`src/rtl/demux1to4_buf.sv`:
```
// ----------------------------------------------------------------------------
// demux1to4_buf
//   Routes one source word to one of four destination lanes. Each lane has a
//   one-entry output buffer with a valid/ready handshake, so a stalled
//   consumer only blocks words aimed at its own lane.
//
// Ports
//   clk            rising-edge system clock
//   rst_n          asynchronous active-low reset
//   in_valid       producer presents a word
//   in_ready       block accepts the word this cycle (combinational)
//   in_data        word to route
//   sel            destination lane (0..3)
//   out_valid[k]   lane k buffer holds a word
//   out_ready[k]   consumer k takes the lane k word this cycle
//   out_data0..3   lane buffer contents
//   accept_count   words accepted since reset, wraps modulo 2^CNT_W
//   busy           any lane holds a word (registered)
// ----------------------------------------------------------------------------
module demux1to4_buf #(
    parameter int WIDTH = 32,
    parameter int CNT_W = 16
) (
    input  logic             clk,
    input  logic             rst_n,
    input  logic             in_valid,
    output logic             in_ready,
    input  logic [WIDTH-1:0] in_data,
    input  logic [1:0]       sel,
    output logic [3:0]       out_valid,
    input  logic [3:0]       out_ready,
    output logic [WIDTH-1:0] out_data0,
    output logic [WIDTH-1:0] out_data1,
    output logic [WIDTH-1:0] out_data2,
    output logic [WIDTH-1:0] out_data3,
    output logic [CNT_W-1:0] accept_count,
    output logic             busy
);

    localparam int LANES = 4;

    logic [3:0]       valid_q;
    logic [3:0]       valid_d;
    logic [WIDTH-1:0] data_q [LANES];
    logic [WIDTH-1:0] data_d [LANES];
    logic [CNT_W-1:0] cnt_q;
    logic [CNT_W-1:0] cnt_d;
    logic             busy_q;
    logic             busy_d;
    logic             in_ready_s;
    logic             accept_s;

    // Handshake: only the selected lane decides; a lane draining this cycle
    // frees its slot in time for a same-cycle reload.
    always_comb begin
        in_ready_s = ~valid_q[sel] | out_ready[sel];
        accept_s   = in_valid & in_ready_s;
    end

    // Next-state: drain first, then an accepted word overrides the drain of
    // its own lane so drain+reload keeps the lane valid.
    always_comb begin
        valid_d = valid_q & ~out_ready;
        for (int k = 0; k < LANES; k++) begin
            data_d[k] = data_q[k];
        end
        cnt_d = cnt_q;
        if (accept_s) begin
            valid_d[sel] = 1'b1;
            data_d[sel]  = in_data;
            cnt_d        = cnt_q + {{(CNT_W-1){1'b0}}, 1'b1};
        end else begin
            cnt_d = cnt_q;
        end
        // busy mirrors the next out_valid so it is a flop, yet equals |out_valid
        busy_d = |valid_d;
    end

    // State registers with asynchronous clear; buffered words are discarded.
    always_ff @(posedge clk or negedge rst_n) begin
        if (!rst_n) begin
            valid_q <= 4'b0000;
            for (int k = 0; k < LANES; k++) begin
                data_q[k] <= {WIDTH{1'b0}};
            end
            cnt_q  <= {CNT_W{1'b0}};
            busy_q <= 1'b0;
        end else begin
            valid_q <= valid_d;
            for (int k = 0; k < LANES; k++) begin
                data_q[k] <= data_d[k];
            end
            cnt_q  <= cnt_d;
            busy_q <= busy_d;
        end
    end

    assign in_ready     = in_ready_s;
    assign out_valid    = valid_q;
    assign out_data0    = data_q[0];
    assign out_data1    = data_q[1];
    assign out_data2    = data_q[2];
    assign out_data3    = data_q[3];
    assign accept_count = cnt_q;
    assign busy         = busy_q;

endmodule

```
`config.mk`:
```
export PLATFORM = sky130hd
export DESIGN_NAME = demux1to4_buf
export DESIGN_NICKNAME = d
export VERILOG_FILES = /design/src/rtl/demux1to4_buf.sv
export SDC_FILE = /design/constraint.sdc
export NUM_CORES = 1
export LEC_CHECK = 0
export BUFFER_PORTS_ARGS = -buffer_cell sky130_fd_sc_hd__buf_4
export CORE_UTILIZATION = 30
export DETAILED_ROUTE_END_ITERATION = 8
export REMOVE_ABC_BUFFERS = 1
export SETUP_SLACK_MARGIN = 0.1
export SKIP_CTS_REPAIR_TIMING = 1
export SYNTH_ARGS = -nofsm -noshare
export SYNTH_HDL_FRONTEND = slang
export SYNTH_SLANG_ARGS = --single-unit
```
`constraint.sdc`:
```
create_clock -name clk -period 1.7 [get_ports clk]
set_clock_uncertainty 0.2 [all_clocks]
set_input_delay 0.17 -clock clk [delete_from_list [all_inputs] [get_ports clk]]
set_output_delay 0.17 -clock clk [all_outputs]
set_load 0.005 [all_outputs]
```
==> results of run 1 <==
## worst register-to-register path, stage by stage (launching register included)
cell	delay (ps)
sky130_fd_sc_hd__dfrtp_1	400
sky130_fd_sc_hd__nand2b_4	90
sky130_fd_sc_hd__buf_6	90
sky130_fd_sc_hd__buf_6	80
sky130_fd_sc_hd__and4_4	340
sky130_fd_sc_hd__clkbuf_16	230
sky130_fd_sc_hd__mux2_4	310
## power groups by stage
stage                     Combinational, uW  Clock (uW)  Sequential, uW
after floorplan                         648           0            4790
after global placement                 2370           0            4730
after detailed placement               2420           0            4770
after CTS                              2420        3860            4710
after global routing                   3340        4050            4840
final                                  3120        3800            4750
## Yosys cell counts (all sizes together)
master / instances
xnor2: 15
and4: 2
clkbuf: 1
nor2: 3
nand3: 8
nor4: 1
buf: 16
mux4: 1
and2: 1
nand3b: 1
o21ai: 1
inv: 1
dfrtp: 149
ha: 1
nor3b: 1
nand2b: 4
nor2b: 1
mux2: 129
nand2: 11
nand4: 8
and3: 6
## worst paths after layout
kind,end,slack (ps)
worst max-delay path,in_ready,-330
worst max register to register,out_data3[18],-150
min in group asynchronous,out_data2[14],10
worst min-delay path,out_valid[1],-60
max in group asynchronous,out_data3[9],620
worst min register to register,accept_count[15],270
## final cells by class
type | instances | area (sq um)
inverters | 1 | 3.75
flip-flops and latches | 149 | 3730
fillers | 1608 | 9190
multi-input cells | 194 | 2400
clock buffers | 22 | 474
repair buffers | 280 | 2590
well taps | 260 | 325
clock inverters | 10 | 121
## sequential cells by signal, indices dropped and copies added (netlist names)
signal	count
accept_count	16
busy	1
out_data0	32
out_data1	32
out_data2	32
out_data3	32
out_valid	4
## per-layer routing
| layer | track usage (%) | share of wire, % |
|---|---|---|
| met1 | 17.4 | 44 |
| met2 | 24.6 | 50 |
| met3 | 5.03 | 5.3 |
| met4 | 5.49 | 0.74 |
| met5 | 0 | 0 |
## cells in the final DEF (no fill, tap or decap), types with 2 or more instances in the layout
| master | instances |
|---|---|
| sky130_fd_sc_hd__and3_1 | 5 |
| sky130_fd_sc_hd__buf_12 | 10 |
| sky130_fd_sc_hd__buf_4 | 206 |
| sky130_fd_sc_hd__buf_6 | 9 |
| sky130_fd_sc_hd__buf_8 | 2 |
| sky130_fd_sc_hd__bufinv_16 | 2 |
| sky130_fd_sc_hd__clkbuf_1 | 2 |
| sky130_fd_sc_hd__clkbuf_16 | 29 |
| sky130_fd_sc_hd__clkbuf_8 | 3 |
| sky130_fd_sc_hd__clkinv_2 | 2 |
| sky130_fd_sc_hd__clkinv_4 | 3 |
| sky130_fd_sc_hd__dfrtp_1 | 149 |
| sky130_fd_sc_hd__dlygate4sd3_1 | 41 |
| sky130_fd_sc_hd__inv_6 | 2 |
| sky130_fd_sc_hd__mux2_1 | 13 |
| sky130_fd_sc_hd__mux2_4 | 116 |
| sky130_fd_sc_hd__nand2_1 | 9 |
| sky130_fd_sc_hd__nand2_2 | 2 |
| sky130_fd_sc_hd__nand2b_1 | 3 |
| sky130_fd_sc_hd__nand3_1 | 3 |
| sky130_fd_sc_hd__nand3_2 | 5 |
| sky130_fd_sc_hd__nand4_1 | 6 |
| sky130_fd_sc_hd__nand4_2 | 2 |
| sky130_fd_sc_hd__nor2_1 | 3 |
| sky130_fd_sc_hd__xnor2_1 | 14 |
## cells by family (layout without fill, tap and decap cells)
kind of cell	after synthesis	after routing
xor+xnor	15	15
flops	149	149
mux	130	130
buf+inv	18	313
simple gates	47	47
compound gates	1	1
fa+ha+maj	1	1
## per-stage QoR
stage	total power, uW	cell area [sq um]	TNS (ps)	utilization, %
after global routing	12200	9640	-18780	51.2
after global placement	7100	7710	-0.380	40.9
final	11700	9640	-12990	51.2
after CTS	11000	8300	-1250	44.1
after floorplan	5430	5670	-68530	-
after detailed placement	7190	7710	-478	40.9
==> out/qor.log, run 1 <==
qor: route.drc 0
qor: worst_setup_path.cell_chain_of_the_critical_path nand2b_1 > mux4_2 > buf_12 > buf_6
qor: power_and_ir_drop.leakage_power 0.00466 uW
qor: route.ant_nets 0
qor: worst_setup_path.timing.critical_path.fanout_max 5
qor: flow_run.timing.max_cap.violations 0
qor: synthesis.synth_area_leaders sky130_fd_sc_hd__dfrtp_1, sky130_fd_sc_hd__mux2_1, sky130_fd_sc_hd__xnor2_1, sky130_fd_sc_hd__buf_4, sky130_fd_sc_hd__nand3_2
qor: worst_setup_path.criticalPathCategory flip-flop to output pin
qor: worst_setup_path.critPathTopFamily multiplexers
qor: finish.layoutNonFillerInstCount 916
qor: worst_setup_path.number_of_stages_on_the_worst_setup_path 4
qor: power_and_ir_drop.sw_frac_of_total 25.8%
qor: sta.post-route-period-util 120%
qor: placed_design.placement.io_buffers 190
qor: worst_setup_path.r2r_start out_valid[3]
qor: run_status.run_status finished, violations left
qor: synthesis.synth_top_family_by_area multiplexers
qor: clock_tree.cts_inserted_buffers 17
qor: sta.slew_violations 0
qor: route.vias_per_cell 4.49
qor: sta.post-route-worst-setup-slack -334 ps
qor: synthesis.synth.yosys.warnings 0
qor: synthesis.yosysUniqueCellTypes 27
qor: sta.min_period 2030 ps
qor: finish.final_nets 685
qor: clock_tree.htreeDepth 4
qor: clock_tree.worstSkewPairLatency 420 ps
qor: worst_setup_path.crit_path_start out_valid[0]
qor: sta.finalHoldViolCount 1
qor: synthesis.synth_top_cell_by_area sky130_fd_sc_hd__dfrtp_1
qor: route.drt_wl_total 17.8 mm
qor: hold_path.hold_start sel[0]
qor: floorplanning.design.die.area 19800 sq um
qor: floorplanning.core_area 18800 sq um
qor: worst_setup_path.r2r.worst_path.cells 6
qor: sta.worst_slew_pin_slew 423 ps
qor: sta.timing.slew.headroom 71.6%
qor: global_routing.via_count_of_the_first_global_routing_pass 4021
qor: floorplanning.boundaryPins 191
qor: route.wl_per_cell 19.5 um
qor: route.drt_pre_antenna_iters 4
qor: placed_design.finalWeightedCongestion 0.800
qor: finish.areaGrowthSynthToFinish 66.6%
qor: global_routing.global_route.overflow_total 0
qor: global_routing.maximum_number_of_pins_on_one_net_before_global_route_repair 67
qor: hold_path.worstHoldPathType input pin to flip-flop
qor: synthesis.synth.top_cell.area_share 64.4%
qor: synthesis.synth_simple_gate_area_share 5.45%
qor: sta.rsz0062_at_grt yes
qor: finish.final_layout_size_suffix_gt1_share 61.3%
qor: clock_tree.cts_tree done
qor: global_routing.antenna_found_initial 0
qor: floorplanning.floorplan.initialDensity 30.7%
qor: global_routing.grt_util_all_layers 14.7%
qor: synthesis.muxShareOfSynthArea 25.5%
qor: clock_tree.cts.root.buffer_cell sky130_fd_sc_hd__clkbuf_16
qor: power_and_ir_drop.internal-power 8660 uW
qor: clock_tree.clk_transition_reported_paths 60 ps
qor: clock_tree.clock-sinks 149
qor: placed_design.pre_cts_ws -67.1 ps
qor: synthesis.synth-seq-cells 149
qor: hold_path.hold_depth 3
qor: worst_setup_path.cp_data_required_time 1330 ps
qor: route.drtIter0Drc 125
qor: worst_setup_path.worst_path_max_delay_cell sky130_fd_sc_hd__mux4_2
qor: route.vias_after_detailed_routing 4113
qor: synthesis.syn_area_per_cell 16.0 sq um
qor: power_and_ir_drop.power.share.sequential 40.7%
qor: floorplanning.die_y 141 um
qor: power_and_ir_drop.power.share.clock 32.6%
qor: floorplanning.die_w 141 um
qor: synthesis.synthAdderAreaFrac 0.216%
qor: placed_design.dpl.hpwl 10.1 mm
qor: power_and_ir_drop.switching_power 3010 uW
qor: floorplanning.num_rows 50
qor: sta.setup_violations 127
qor: power_and_ir_drop.irDropWorstVdd 666 uV
qor: worst_setup_path.path_buf_inv 2
qor: worst_setup_path.timing.critical_path.from_type flip-flop
qor: power_and_ir_drop.power_per_cell_area 1210 nW/um^2
qor: sta.fin_hold_ws -62.6 ps
qor: synthesis.cells_after_synthesis 361
qor: finish.insertedDiodeCount 0
qor: worst_setup_path.worstPathArrival 1660 ps
qor: clock_tree.cts.path.max_buffers 2
qor: global_routing.grt_pass1_wl 22.1 mm
qor: synthesis.area_fraction_in_compound_gates_after_synthesis 0.0865%
qor: placed_design.number_of_placed_instances_with_taps_included 815
qor: synthesis.synth_xor_area_share 2.27%
qor: run_status.violated_checks negative hold slack, negative setup slack
qor: sta.achievable-frequency 492 MHz
qor: worst_setup_path.cp-end-kind output pin
qor: power_and_ir_drop.power_frac_comb 26.7%
qor: worst_setup_path.crit_path_max_incr_delay 530 ps
qor: synthesis.syn_area 5790 sq um
qor: synthesis.synth.yosys.seq_area_share 64.4%
No activity file was read; power rests on OpenSTA's default activity.
==> run 2, diff against run 1 <==
ABC_AREA = 1   (was not set)
==> run 2 against run 1 <==
The flow finishes with violations (negative setup slack). Critical path depth increased by 2. Non-clock buffer count fell by 3. Final area is 7.5% higher. Final cell count is 38% higher. First-iteration DRC count increased by 89%. Flip-flop and latch count did not move. Largest cell class unchanged. Largest power group unchanged. Highest routed layer unchanged.
==> out/qor.log, run 2 <==
qor: worst_setup_path.criticalPathCategory flip-flop to output pin
qor: worst_setup_path.cp-end-kind output pin
qor: clock_tree.cts.path.max_buffers 2 [unchanged]
qor: synthesis.synth.top_cell.area_share 59.0% [-5.4 points]
qor: route.drtIter0Drc 236 [+89%]
qor: placed_design.finalWeightedCongestion 0.847 [+5.9%]
qor: sta.slew_violations 0 [unchanged]
qor: placed_design.dpl.hpwl 12.7 mm [+26%]
qor: finish.final_nets 1026 [+50%]
qor: sta.fin_hold_ws 17.2 ps [+79.8 ps]
qor: clock_tree.worstSkewPairLatency 430 ps [about the same]
qor: synthesis.syn_area_per_cell 8.89 sq um [-45%]
qor: placed_design.placement.io_buffers 190 [unchanged]
qor: placed_design.instance_area_at_placement 8060 sq um [+4.5%]
qor: finish.layoutNonFillerInstCount 1267 [+38%]
qor: sta.rsz0062_at_grt yes
qor: worst_setup_path.cp_data_required_time 1330 ps [about the same]
qor: global_routing.antenna_found_initial 0 [unchanged]
qor: sta.post-route-worst-setup-slack -3.00 ps [+331 ps]
qor: hold_path.worstHoldPathType input pin to async pin
qor: synthesis.synth-seq-cells 149 [unchanged]
qor: power_and_ir_drop.finalPower 12000 uW [+3.0%]
qor: finish.final_common_cell sky130_fd_sc_hd__nand2_1
qor: sta.setup_violations 1 [-99%]
qor: route.wl_per_cell 16.9 um [-13%]
qor: clock_tree.cts_tree done
qor: synthesis.synth-async-reset-ratio 100% [unchanged]
qor: sta.worst_slew_pin_slew 419 ps [-4.43 ps]
qor: synthesis.yosysUniqueCellTypes 27 [unchanged]
qor: route.drt_wl_total 21.4 mm [+20%]
qor: floorplanning.boundaryPins 191 [unchanged]
qor: worst_setup_path.timing.critical_path.from_type flip-flop
qor: synthesis.synthTopCellsByCount sky130_fd_sc_hd__nand2_1, sky130_fd_sc_hd__dfrtp_1, sky130_fd_sc_hd__nand2_2, sky130_fd_sc_hd__inv_1, sky130_fd_sc_hd__buf_4
qor: global_routing.via_count_of_the_first_global_routing_pass 5241 [+30%]
qor: global_routing.global_route.overflow_total 0 [unchanged]
qor: clock_tree.clock-sinks 149 [unchanged]
qor: sta.post-route-period-util 100% [-19 points]
qor: floorplanning.floorplan.initialDensity 30.9% [+0.21 points]
qor: synthesis.synth_area_leaders sky130_fd_sc_hd__dfrtp_1, sky130_fd_sc_hd__nand2_1, sky130_fd_sc_hd__nand2_2, sky130_fd_sc_hd__buf_6, sky130_fd_sc_hd__buf_4
qor: synthesis.main_flop_type_after_synthesis sky130_fd_sc_hd__dfrtp_1
qor: finish.insertedDiodeCount 0 [unchanged]
qor: power_and_ir_drop.leakage_power 0.00551 uW [+18%]
qor: placed_design.number_of_placed_instances_with_taps_included 1168 [+43%]
qor: sta.timing.slew.headroom 72.1% [+0.53 points]
qor: global_routing.maximum_number_of_pins_on_one_net_before_global_route_repair 52 [-22%]
qor: floorplanning.design.die.area 21700 sq um [+9.1%]
qor: worst_setup_path.timing.critical_path.fanout_max 6 [+1]
qor: synthesis.synth_top_cell_by_area sky130_fd_sc_hd__dfrtp_1
qor: sta.min_period 1700 ps [-331 ps]
qor: finish.layout.cell_area.non_filler 10400 sq um [+7.5%]
qor: worst_setup_path.worstPathArrival 1330 ps [-330 ps]
qor: finish.layout.filler_cells 1921 [+19%]
qor: clock_tree.htreeDepth 4 [unchanged]
qor: synthesis.post-synth-top-count-cell sky130_fd_sc_hd__nand2_1
qor: clock_tree.cts_inserted_buffers 17 [unchanged]
qor: route.vias_per_cell 4.52 [+0.56%]
qor: flow_run.timing.max_cap.violations 0 [unchanged]
qor: finish.final_layout_size_suffix_gt1_share 47.4% [-14 points]
qor: route.drt_pre_antenna_iters 5 [+1]
qor: floorplanning.die_y 147 um [+4.5%]
qor: synthesis.synth.yosys.warnings 0 [unchanged]
qor: floorplanning.core_area 20400 sq um [+8.5%]
qor: finish.areaGrowthSynthToFinish 63.9%
qor: clock_tree.clk_transition_reported_paths 60 ps [about the same]
qor: sta.achievable-frequency 587 MHz [+19%]
qor: finish.utilization 50.7% [-0.49 points]
qor: synthesis.synth.yosys.seq_area_share 59.0% [-5.4 points]
qor: synthesis.synth_edf_count 0 [unchanged]
qor: floorplanning.die_w 147 um [+4.5%]
qor: route.vias_after_detailed_routing 5721 [+39%]
qor: sta.finalHoldViolCount 0 [-1]
qor: power_and_ir_drop.irDropWorstVdd 670 uV [+0.63%]
qor: run_status.violated_checks negative setup slack
qor: run_status.run_status finished, violations left
qor: route.ant_nets 0 [unchanged]
qor: finish.layout.cells.most_common_list sky130_fd_sc_hd__nand2_1, sky130_fd_sc_hd__buf_4, sky130_fd_sc_hd__dfrtp_1
qor: synthesis.cells_after_synthesis 711 [+97%]
qor: global_routing.grt_pass1_wl 28.9 mm [+31%]
qor: route.drc 0 [unchanged]
qor: floorplanning.num_rows 52 [+4.0%]
qor: synthesis.syn_area 6320 sq um [+9.2%]
qor: global_routing.grt_util_all_layers 17.5% [+2.8 points]
qor: power_and_ir_drop.power_per_cell_area 1160 nW/um^2 [-4.2%]
qor: clock_tree.cts.root.buffer_cell sky130_fd_sc_hd__clkbuf_16
-- run 2: cell types whose count changed in the layout (fill, tap and decap cells not counted), moves of 5 or more --
| cell | previous run | this run |
|---|---|---|
| sky130_fd_sc_hd__nand2_2 | 2 | 105 |
| sky130_fd_sc_hd__and3_1 | 5 | 0 |
| sky130_fd_sc_hd__dfrtp_1 | 149 | 143 |
| sky130_fd_sc_hd__inv_1 | 0 | 16 |
| sky130_fd_sc_hd__xnor2_1 | 14 | 4 |
| sky130_fd_sc_hd__nand2_4 | 0 | 57 |
| sky130_fd_sc_hd__clkbuf_16 | 29 | 23 |
| sky130_fd_sc_hd__mux2_1 | 13 | 0 |
| sky130_fd_sc_hd__nand3_4 | 0 | 6 |
| sky130_fd_sc_hd__dfrtp_2 | 0 | 6 |
| sky130_fd_sc_hd__nand3_1 | 3 | 9 |
| sky130_fd_sc_hd__nor2_1 | 3 | 11 |
| sky130_fd_sc_hd__nand2_1 | 9 | 284 |
| sky130_fd_sc_hd__mux2_4 | 116 | 0 |
-- run 2: through the flow --
| step | TNS, ps | setup WS (ps) |
|---|---|---|
| 2_1_floorplan | -780 | -44.9 |
| 3_3_place_gp | 0 | 41.7 |
| 3_5_place_dp | -5.77 | -2.95 |
| 4_1_cts | -518 | -48.5 |
| 5_1_grt | -1320 | -65.8 |
| 6_report | -3.00 | -3.00 |
-- run 2: worst max-delay path: stages (launching register included) --
cell and delay, ps:
sky130_fd_sc_hd__dfrtp_1 400, sky130_fd_sc_hd__nand2_1 70, sky130_fd_sc_hd__nand2_1 50, sky130_fd_sc_hd__nand2_1 70, sky130_fd_sc_hd__nand2_2 90, sky130_fd_sc_hd__nand2_8 120
sky130_fd_sc_hd__buf_6 110
-- run 2: per-layer routing --
layer	share of wire (%)	vias to the layer above	global-route usage (%)
met5	0	-	0
met4	1.1	0	4.95
met3	7.8	24	6.34
met2	48	186	26.0
met1	43	2795	23.7
li1	-	2716	-
-- run 2: layout make-up --
type	count	area, sq um	share of cell area [%]
multi-input cells	510	2890	27.9
repair buffers	277	2500	24.2
inverters	25	170	1.64
clock buffers	20	457	4.41
flip-flops and latches	149	3740	36.1
clock inverters	12	178	1.71
repair inverters	4	87.6	0.845
well taps	270	338	3.26
-- run 2: report_power, final --
part           switching [uW]  total [uW]  internal [uW]
clock network            1550        4090           2530
registers                 586        4830           4250
logic                    1400        3100           1690
-- run 2: logic make-up after synthesis --
group	after synthesis	share of synthesized area, %
compound gates	11	1.11
xor+xnor	7	0.970
fa+ha+maj	1	0.198
buf+inv	53	6.20
flops	149	59.0
simple gates	490	32.5
-- run 2: final timing paths --
check                           slack, ps  cells after the start     startpoint             to
worst min-delay path                   20                      2          rst_n   out_data1[7]
max in group asynchronous             610                      3          rst_n  out_data1[27]
worst max register to register         10                     10   out_valid[0]  out_data2[20]
min in group clk                      150                      5         sel[0]  out_data2[16]
worst min register to register        280                      2  out_data2[30]  out_data2[30]
worst max-delay path                   -3                      6   out_valid[0]       in_ready
==> run 3, diff against run 2 <==
clock period = 2 ns   (was 1.7 ns; I/O delays follow)
==> run 3 against run 2 <==
The run now ends clean. Via count down 5.8%. Final cell count shrank 3.2%. Hold slack lost 10 ps. Clock-buffer cell count stayed put. Largest cell class unchanged. Highest routed layer unchanged.
==> out/qor.log, run 3 (synthesis gave the netlist of run 2 again) <==
qor: worst_setup_path.timing.critical_path.from_type input pin
qor: clock_tree.clk_transition_reported_paths 60 ps [about the same]
qor: finish.final_nets 985 [-4.0%]
qor: global_routing.grt_pass1_wl 29.0 mm [+0.19%]
qor: route.drt_pre_antenna_iters 7 [+2]
qor: sta.setup_violations 0 [-1]
qor: worst_setup_path.critPathTopFamily buffers and inverters
qor: finish.areaGrowthSynthToFinish 41.5%
qor: floorplanning.num_rows 52 [unchanged]
qor: worst_setup_path.reg2reg_setup_slack 230 ps [+220 ps]
qor: clock_tree.cts_inserted_buffers 17 [unchanged]
qor: finish.final_common_cell sky130_fd_sc_hd__nand2_1
qor: worst_setup_path.cell_chain_of_the_critical_path dlygate4sd3_1 > buf_4 > nand3_2 > nand2_2 > nor2_4 > nand2_8 > buf_4
qor: placed_design.placement.io_buffers 190 [unchanged]
qor: route.drc 0 [unchanged]
qor: sta.post-route-period-util 89.9%
qor: worst_setup_path.crit_path_max_incr_delay 540 ps [+140 ps]
qor: route.vias_after_detailed_routing 5390 [-5.8%]
qor: worst_setup_path.timing.critical_path.fanout_max 6 [unchanged]
qor: sta.worst_slew_pin_slew 497 ps [+78.6 ps]
qor: global_routing.grt_util_all_layers 17.3% [-0.14 points]
qor: clock_tree.clock-sinks 149 [unchanged]
qor: power_and_ir_drop.power_per_cell_area 1060 nW/um^2 [-8.4%]
qor: floorplanning.die_w 147 um [unchanged]
qor: sta.totalNegativeSetupSlack 0 ps [+3.00 ps]
qor: route.ant_nets 0 [unchanged]
qor: clock_tree.worstSkewPairLatency 420 ps [about the same]
qor: placed_design.instance_area_at_placement 7940 sq um [-1.4%]
qor: power_and_ir_drop.leakage_power 0.00482 uW [-12%]
qor: clock_tree.cts.root.buffer_cell sky130_fd_sc_hd__clkbuf_16
qor: global_routing.maximum_number_of_pins_on_one_net_before_global_route_repair 47 [-9.6%]
qor: power_and_ir_drop.irDropWorstVdd 610 uV [-9.0%]
qor: global_routing.antenna_found_initial 0 [unchanged]
qor: placed_design.finalWeightedCongestion 0.839 [-0.99%]
qor: finish.layout.cells.most_common_list sky130_fd_sc_hd__nand2_1, sky130_fd_sc_hd__buf_4, sky130_fd_sc_hd__dfrtp_1
qor: route.wl_per_cell 15.0 um [-11%]
qor: finish.final_layout_size_suffix_gt1_share 30.1% [-17 points]
qor: worst_setup_path.cp-end-kind output pin
qor: global_routing.global_route.overflow_total 0 [unchanged]
qor: hold_path.worstHoldPathType input pin to flip-flop
qor: worst_setup_path.cp_data_required_time 1600 ps [+270 ps]
qor: sta.achievable-frequency 556 MHz
qor: sta.fin_hold_ws 7.25 ps [-9.97 ps]
qor: placed_design.dpl.hpwl 12.3 mm [-2.8%]
qor: global_routing.via_count_of_the_first_global_routing_pass 5296 [+1.0%]
qor: finish.insertedDiodeCount 0 [unchanged]
qor: sta.min_period 1800 ps
qor: power_and_ir_drop.finalPower 9510 uW [-21%]
qor: worst_setup_path.worst_path_max_delay_cell sky130_fd_sc_hd__dlygate4sd3_1
qor: route.vias_per_cell 4.40 [-2.6%]
qor: floorplanning.floorplan.initialDensity 30.9% [unchanged]
qor: floorplanning.design.die.area 21700 sq um [unchanged]
qor: clock_tree.cts_tree done
qor: worst_setup_path.criticalPathCategory input pin to output pin
qor: flow_run.timing.max_cap.violations 0 [unchanged]
qor: sta.finalHoldViolCount 0 [unchanged]
qor: route.drtIter0Drc 229 [-3.0%]
qor: sta.timing.slew.headroom 66.9% [-5.2 points]
qor: floorplanning.boundaryPins 191 [unchanged]
qor: sta.rsz0062_at_grt no
qor: floorplanning.die_y 147 um [unchanged]
qor: finish.layout.cell_area.non_filler 8940 sq um [-14%]
qor: worst_setup_path.path_buf_inv 3 [+2]
qor: clock_tree.cts.path.max_buffers 2 [unchanged]
qor: floorplanning.core_area 20400 sq um [unchanged]
qor: worst_setup_path.cp_common_cell sky130_fd_sc_hd__buf_4
qor: route.drt_wl_total 18.4 mm [-14%]
qor: sta.slew_violations 0 [unchanged]
qor: run_status.run_status complete, no violations
qor: worst_setup_path.worstPathArrival 1400 ps [+70 ps]
qor: placed_design.number_of_placed_instances_with_taps_included 1156 [-1.0%]
qor: clock_tree.htreeDepth 4 [unchanged]
qor: finish.layoutNonFillerInstCount 1226 [-3.2%]
## run 3: changes by cell type in the layout (fill, tap and decap cells not counted), sizes merged
cell / change
bufinv: -1
clkinvlp: -1
clkinv: -6
nand2: -1
clkbuf: -6
inv: +4
buf: -30
## run 3: stage by stage
step | worst slack (ps) | util (%)
finish | 203 | 43.8
global route | 101 | 43.8
CTS | 185 | 41.9
detailed placement | 181 | 38.9
global placement | 220 | 38.9
floorplan | 255 | -
## run 3: cell type report
type                       instances  area [sq um]
multi-input combinational        509          2200
clock buffer                      20           467
fill                            2020         11500
timing repair buffer             241          1950
tap                              270           338
sequential                       149          3730
inverter                          25           111
clock inverter                    12           150
## run 3: per-layer routing
layer	track usage, %	vias up	share of wire, %
li1	-	2616	-
met4	3.81	0	0.67
met3	6.46	9	7.2
met2	27.6	173	46
met1	22.4	2592	46
met5	0	-	0
## run 3: power by group
group          switching (uW)  internal, uW
sequential                426          3600
clock                    1290          2060
combinational             972          1150
## run 3: worst min-delay path, delay by kind of cell
family                 cells  cell delay [ps]
buffers and inverters      1              130
and+or+nand+nor            3              250
## run 3: final timing paths
check / start / end / cells past startpoint
worst max-delay path: out_ready[1] / in_ready / 7
worst min-delay path: sel[1] / out_valid[0] / 4
worst max register to register: accept_count[0] / accept_count[10] / 8
worst min register to register: out_data0[16] / out_data0[16] / 2
max in group asynchronous: rst_n / out_data1[27] / 3
min in group asynchronous: rst_n / out_valid[3] / 2
